--- src/rtl/dmem_port_arbiter.sv ---
// dmem_port_arbiter: shares one single-ported, multi-cycle 64-bit data memory between fetch (F) and memory stage (M).
// Define DMEM_ARB_STARVE_GUARD_EN to build the F starvation guard (F forced after MAX_STREAK contested M grants).
module dmem_port_arbiter #(
   parameter int MEM_WORDS  = 1024,
   parameter int MEM_LAT    = 2,
   parameter int MAX_STREAK = 4
) (
   input  logic        clk,
   input  logic        rst_n,
   input  logic        f_req,
   input  logic [63:0] f_addr,
   input  logic        m_req,
   input  logic        m_we,
   input  logic [63:0] m_addr,
   input  logic [63:0] m_wdata,
   output logic        f_done,
   output logic [63:0] f_rdata,
   output logic        f_err,
   output logic        m_done,
   output logic [63:0] m_rdata,
   output logic        m_err,
   output logic        f_stall,
   output logic        m_stall,
   output logic        mem_en,
   output logic        mem_we,
   output logic [63:0] mem_addr,
   output logic [63:0] mem_wdata,
   input  logic [63:0] mem_rdata,
   output logic        busy
);

   localparam logic [1:0] S_IDLE   = 2'd0;
   localparam logic [1:0] S_ACCESS = 2'd1;
   localparam logic [1:0] S_RESP   = 2'd2;
   localparam logic [1:0] S_ERR    = 2'd3;

   localparam int              CNT_W      = (MEM_LAT > 1) ? $clog2(MEM_LAT) : 1;
   localparam logic [CNT_W-1:0] CNT_INIT   = CNT_W'(MEM_LAT - 1);
   localparam logic [63:0]      ADDR_LIMIT = 64'(MEM_WORDS);

   logic [1:0]       state;
   logic [CNT_W-1:0] cnt;
   logic             owner_m;
   logic             lat_we;
   logic             grant_m;
   logic             grant_f;
   logic             f_forced;
   logic [63:0]      sel_addr;
   logic             sel_oor;

   // Handshake: a requester holds req and its fields until its one-cycle done pulse; req seen high
   // again in IDLE is a new transaction. stall is simply "req pending and not completing this cycle".
   assign f_stall = f_req & ~f_done;
   assign m_stall = m_req & ~m_done;
   assign busy    = (state != S_IDLE);
   assign mem_en  = (state == S_ACCESS);
   assign mem_we  = mem_en & lat_we;

`ifdef DMEM_ARB_STARVE_GUARD_EN
   localparam int STREAK_W = $clog2(MAX_STREAK + 1);
   logic [STREAK_W-1:0] streak;

   assign f_forced = (streak == STREAK_W'(MAX_STREAK));

   // Counts M grants that F lost; any F grant resets the run.
   always_ff @(posedge clk or negedge rst_n) begin
      if (!rst_n) begin
         streak <= '0;
      end else if (state == S_IDLE) begin
         if (grant_f)
            streak <= '0;
         else if (grant_m && f_req)
            streak <= streak + 1'b1;
      end
   end
`else
   // Strict M priority; MAX_STREAK only matters to the guard build.
   assign f_forced = (MAX_STREAK < 0);
`endif

   assign grant_m  = m_req & ~(f_req & f_forced);
   assign grant_f  = f_req & ~grant_m;
   assign sel_addr = grant_m ? m_addr : f_addr;
   assign sel_oor  = (sel_addr >= ADDR_LIMIT);

   always_ff @(posedge clk or negedge rst_n) begin
      if (!rst_n) begin
         state     <= S_IDLE;
         cnt       <= '0;
         owner_m   <= 1'b0;
         lat_we    <= 1'b0;
         mem_addr  <= '0;
         mem_wdata <= '0;
         f_done    <= 1'b0;
         f_err     <= 1'b0;
         f_rdata   <= '0;
         m_done    <= 1'b0;
         m_err     <= 1'b0;
         m_rdata   <= '0;
      end else begin
         f_done <= 1'b0;
         f_err  <= 1'b0;
         m_done <= 1'b0;
         m_err  <= 1'b0;
         case (state)
            S_IDLE: begin
               if (grant_m || grant_f) begin
                  owner_m <= grant_m;
                  lat_we  <= grant_m & m_we;
                  if (sel_oor) begin
                     // Error response is issued directly; the memory is never touched.
                     state <= S_ERR;
                     if (grant_m) begin
                        m_done  <= 1'b1;
                        m_err   <= 1'b1;
                        m_rdata <= '0;
                     end else begin
                        f_done  <= 1'b1;
                        f_err   <= 1'b1;
                        f_rdata <= '0;
                     end
                  end else begin
                     state    <= S_ACCESS;
                     cnt      <= CNT_INIT;
                     mem_addr <= sel_addr;
                     if (grant_m)
                        mem_wdata <= m_wdata;
                  end
               end
            end
            S_ACCESS: begin
               if (cnt == '0) begin
                  state <= S_RESP;
                  if (owner_m) begin
                     m_done  <= 1'b1;
                     m_rdata <= lat_we ? mem_wdata : mem_rdata;
                  end else begin
                     f_done  <= 1'b1;
                     f_rdata <= mem_rdata;
                  end
               end else begin
                  cnt <= cnt - 1'b1;
               end
            end
            S_RESP:  state <= S_IDLE;
            S_ERR:   state <= S_IDLE;
            default: state <= S_IDLE;
         endcase
      end
   end

endmodule

--- config.mk ---
export PLATFORM = sky130hd
export DESIGN_NAME = dmem_port_arbiter
export DESIGN_NICKNAME = d
export VERILOG_FILES = /design/src/rtl/dmem_port_arbiter.sv
export SDC_FILE = /design/constraint.sdc
export NUM_CORES = 1
export LEC_CHECK = 0
export ABC_AREA = 1
export CORE_MARGIN = 1.5
export CORE_UTILIZATION = 30
export DETAILED_ROUTE_END_ITERATION = 8
export PLACE_DENSITY = 0.71
export SYNTH_ARGS = -nofsm -noshare
export SYNTH_HDL_FRONTEND = slang
export SYNTH_SLANG_ARGS = --single-unit
--- constraint.sdc ---
create_clock -name clk -period 2.1 [get_ports clk]
set_input_delay 0.21 -clock clk [delete_from_list [all_inputs] [get_ports clk]]
set_output_delay 0.21 -clock clk [all_outputs]
set_load 0.05 [all_outputs]
# Yosys cells after proc, flatten, opt, wreduce, memory -nomap -nowiden
# Index checks and enable logic that the tools add are counted.
# word_totals
in_bits,261
wordCells,82
latchBits,0
romBits,0
output_inout_bits,265
n_memories,0
ff_bits,265
ramBits,0
# op_classes
shift,0
eq_ne,11
n_mux,36
n_lt_le_gt_ge,1
n_bitwise,9
n_div,0
mul,0
reduce_logical,12
addsub,1
# op_table
cell,n
$mux 64,12
$pmux 64 s2,2
$ge 64x11->1 const B,1
$mux 1,15
$ne 2x2->1 const B,7
$reduce_and 6->1,2
$mux 2,3
$pmux 1 s2,3
$pmux 2 s3,1
$reduce_and 3->1,2
$and 1x1->1,5
$eq 2x2->1 const B,2
$not 1->1,4
$reduce_and 2->1,2
$reduce_and 4->1,1
$reduce_bool 2->1,2
$eq 2x1->1 const B,1
$logic_not 2->1,1
$ne 2x1->1 const B,1
$reduce_or 2->1,1
$logic_or 1x1->1,1
$sub 1x1->1 const B,1

# Longest topological paths before layout
# logic_depth
depth_word,5
depth_mapped,18
depth_no_buf,14

# Least setup slack after synthesis
# Ideal clock, no wire load.
# synth_path
path_kind,register -> register
start,register state[1]
end,register m_rdata[54]
setup_slack_ps,-11
stages_incl_launch_ff,9
arrival_time_ps,2044
cell_sequence,dfrtp_1 -> nor2_1 -> inv_1 -> nor2_1 -> inv_2 -> clkbuf_1 -> a21oi_1 -> nand2_1 -> nand2_1
# synth_via
elab_chain_len,3
elab_cells_between_ends,10
cone_classes,eq/ne: 6; mux: 1; reduce/logical: 3
# synth_rtl
element,line_no,text
from (decl),41,logic [1:0] state;
from (signal assigned),88,state <= S_IDLE;
from (signal assigned),112,state <= S_ERR;
from (signal assigned),123,state <= S_ACCESS;
$eq 2x1->1 or $logic_not 2->1 (tied branches),105,case (state)
"$ne 2x1->1 (no line), or another cell as far along",n/a,
$reduce_and 6->1 (no line),n/a,
to (signal assigned),136,m_rdata <= lat_we ? mem_wdata : mem_rdata;
to (decl),20,"output logic [63:0] m_rdata,"
# Parallel ways exist; a longest one is shown, timed or not.
# A chain may end at the register's enable or synchronous reset.

# Final worst setup path
# layout_path
start,register f_rdata[48]
end,output f_rdata[48]
# layout_rtl
element,line_no,text
from (decl),17,"output logic [63:0] f_rdata,"
from (signal assigned),139,f_rdata <= mem_rdata;
# No word-level cell between the ends.

==> flow_summary.toml <==
[cts]
cts_setup_buffers = 0
root_buffer = "clkbuf_16"
clock_sinks = 265
cts_buffers = 31
clkLatencyLatePin_ns = 0.58
cts_tree = "built"
clock_path_buffers = 3
ctsHtreeMaxLevel = 1
clkSlewWorstSetupHoldPaths_ns = 0.06

[power]
sw_frac_of_total = 0.450
p_comb_frac = 0.475
vdd.ir_drop.worst_uv = 653
p_sw_mw = 10.4
internal_power_mw = 12.7
leakage_nw = 10.7
p_seq_frac = 0.298
p_per_area_nw_per_um2 = 1170
pwr-share-clk = 0.227

[cells_and_area]
num-fill-cells = 3998
utilization = 0.481
syn_to_final_growth_pct = 57.4
drive_above_1_share = 0.0648
antenna_cells = 0
final_area_um2 = 19700
layout.nets = 2444

[routing]
firstDrtPassIters = 7
ant_nets = 0
viasPerCell = 4.80
drt-total-wl_mm = 49.4
highest-signal-layer = "met4"
drt-met1-wl_mm = 19.8
post-route-drc-count = 23
wl_met2_mm = 23.5
wire_per_inst_um = 18.0
drt_iter0_drc = 956
vias = 13200
wl_met3_mm = 4.00

[global_routing]
grt_pass1_wl_mm = 76.4
grt_remaining_overflow = 0
grt_max_degree = 78
grt_use_total = 0.225
grt_pass1_vias = 13100
antenna_found_initial = 0

[timing]
relSlewSlack = 0.593
holdWs_ns = 0.149
post-route-period-util = 0.978
clock_skew_ns = 0.00974
finalSetupViolations = 0
timing.final.hold_violations = 0
worst_pin_slew_ns = 0.609
final_max_slew_viol_count = 0
rsz0062_at_grt = "no"
timing.fmax_mhz = 487
period_needed_ns = 2.05

[setup_path]
path_buf_inv = 1
crit_fanout = 2
critPathRequiredTime_ns = 1.89
crit_slowest_cell = "clkdlybuf4s50_1"
end_kind = "output pin"
timing.rr.end = "m_rdata[29]"
slowest_delay_ns = 0.88
r2r-start = "state[1]"
startpoint_type = "flip-flop"
worstPathCellList = "clkdlybuf4s50_1"
crit_family = "buffers and inverters"
path_class = "flip-flop to output pin"
reg2reg_depth = 8
worstPathArrival_ns = 1.84
ff2ff_setup_slack_ns = 0.34

[synth]
ys_types = 18
synth_top_area_share = 0.529
synth_edf_count = 0
yosys-top-cells-count = "754 x nand2_1, 265 x dfrtp_1, 139 x inv_1, 134 x nand3_1, 112 x nor2_1"
post-synth-top-count-cell = "nand2_1"
syn_nets = 1940
synthCells = 1679
syn_area_um2 = 12500
ys_seq_elements = 265
synth_area_leaders = "dfrtp_1 53%, nand2_1 23%, nand3_1 5.4%, inv_1 4.2%, nand4_1 3.7%"
synthArstFlopShare = 1.00
synth_ff_type = "dfrtp_1"
syn_area_per_cell_um2 = 7.46
synth_top_area_cell = "dfrtp_1"
ys_seq_area_frac = 0.529
yosys_warnings = 0

[die]
rows = 74
initial_core_util = 0.305
core-area_um2 = 41000
dieArea_um2 = 43000
ioPinCount = 526
die_w_um = 207
fp.dieH_um = 207

[placement]
post_dp_cell_area_um2 = 18700
io_buffers = 525
dp_hpwl_mm = 36.3
gp_congestion = 0.946

[status]
violations = "DRC"
outcome = "complete, but fails checks"

[worst_hold_path]
hold_class = "input port to asynchronous set/reset pin"

[job]
cap_violations = 0
## per-stage QoR
stage | TNS, ns | instances | power [mW] | setup WS (ns)
6_report | 0 | 2739 | 23.0 | 0.0452
5_1_grt | 0 | 2739 | 24.1 | 0.00640
4_1_cts | 0 | 2739 | 23.2 | 0.00455
3_5_place_dp | -78.11 | 2681 | 17.9 | -0.342
3_3_place_gp | -74.79 | 2681 | 17.8 | -0.333
2_1_floorplan | 0 | 1679 | 13.3 | 0.178
## area by class of cell
type | instances | area, um^2 | area share
inverters | 153 | 574 | 0.0291
clock inverters | 14 | 126 | 0.00641
clock buffers | 43 | 861 | 0.0436
repair buffers | 585 | 6040 | 0.306
flip-flops and latches | 265 | 6630 | 0.336
well taps | 532 | 666 | 0.0337
multi-input cells | 1147 | 4830 | 0.245
## power groups by stage
stage               combinational [mW]  sequential (mW)  clock (mW)
detailed placement                10.9             6.92           0
floorplan                         2.84             10.4           0
global route                      11.5             6.98        5.58
CTS                               11.0             6.86        5.38
global placement                  10.9             6.90           0
finish                            10.9             6.86        5.22
## cell families after synthesis
family	count (synthesis)	synth area share
simple gates	1077	0.352
buf+inv	267	0.0910
flops	265	0.529
compound gates	70	0.0282
## repair_timing
| item | CTS | global route |
|---|---|---|
| gates resized for setup | 1 | 7 |
| endpoints found under the hold margin | 151 | 0 |
| hold buffers | 1 | 0 |
| cloned | 0 | 0 |
| endpoints found under the setup margin | 1 | 7 |
## metal layers
| layer | track usage | up-vias |
|---|---|---|
| met4 | 0.0915 | 0 |
| met3 | 0.0522 | 121 |
| li1 | - | 6206 |
| met1 | 0.283 | 6227 |
| met2 | 0.372 | 598 |
| met5 | 0 | - |
## cell usage in the layout (no fill, tap or decap), drive strengths merged
cell / instances
o21ai: 4
dlymetal6s2s: 7
nand2: 754
buf: 67
dlygate4sd3: 1
clkinvlp: 2
bufinv: 1
dfrtp: 265
clkbuf: 43
clkinv: 8
nand3: 135
clkdlybuf4s50: 509
nor3: 1
a21oi: 65
nor2: 113
inv: 156
dlygate4sd2: 1
nand4: 74
o21bai: 1
## sequential cells by signal (all words and copies together), names as in the netlist, 2 cells and up
name and count:
state 2, mem_wdata 64, m_rdata 64, f_rdata 64, mem_addr 64
## worst max-delay path by stage
stage,start,slack [ns],end,cells past startpoint
2_1_floorplan,m_req,0.18,mem_addr[33],16
3_3_place_gp,m_addr[46],-0.33,mem_wdata[51],11
3_5_place_dp,m_addr[46],-0.34,mem_addr[2],12
4_1_cts,mem_wdata[22],0.005,mem_wdata[22],1
5_1_grt,mem_wdata[19],0.006,mem_wdata[19],1
6_report,f_rdata[48],0.05,f_rdata[48],1
Power figures use the tool's default switching activity.
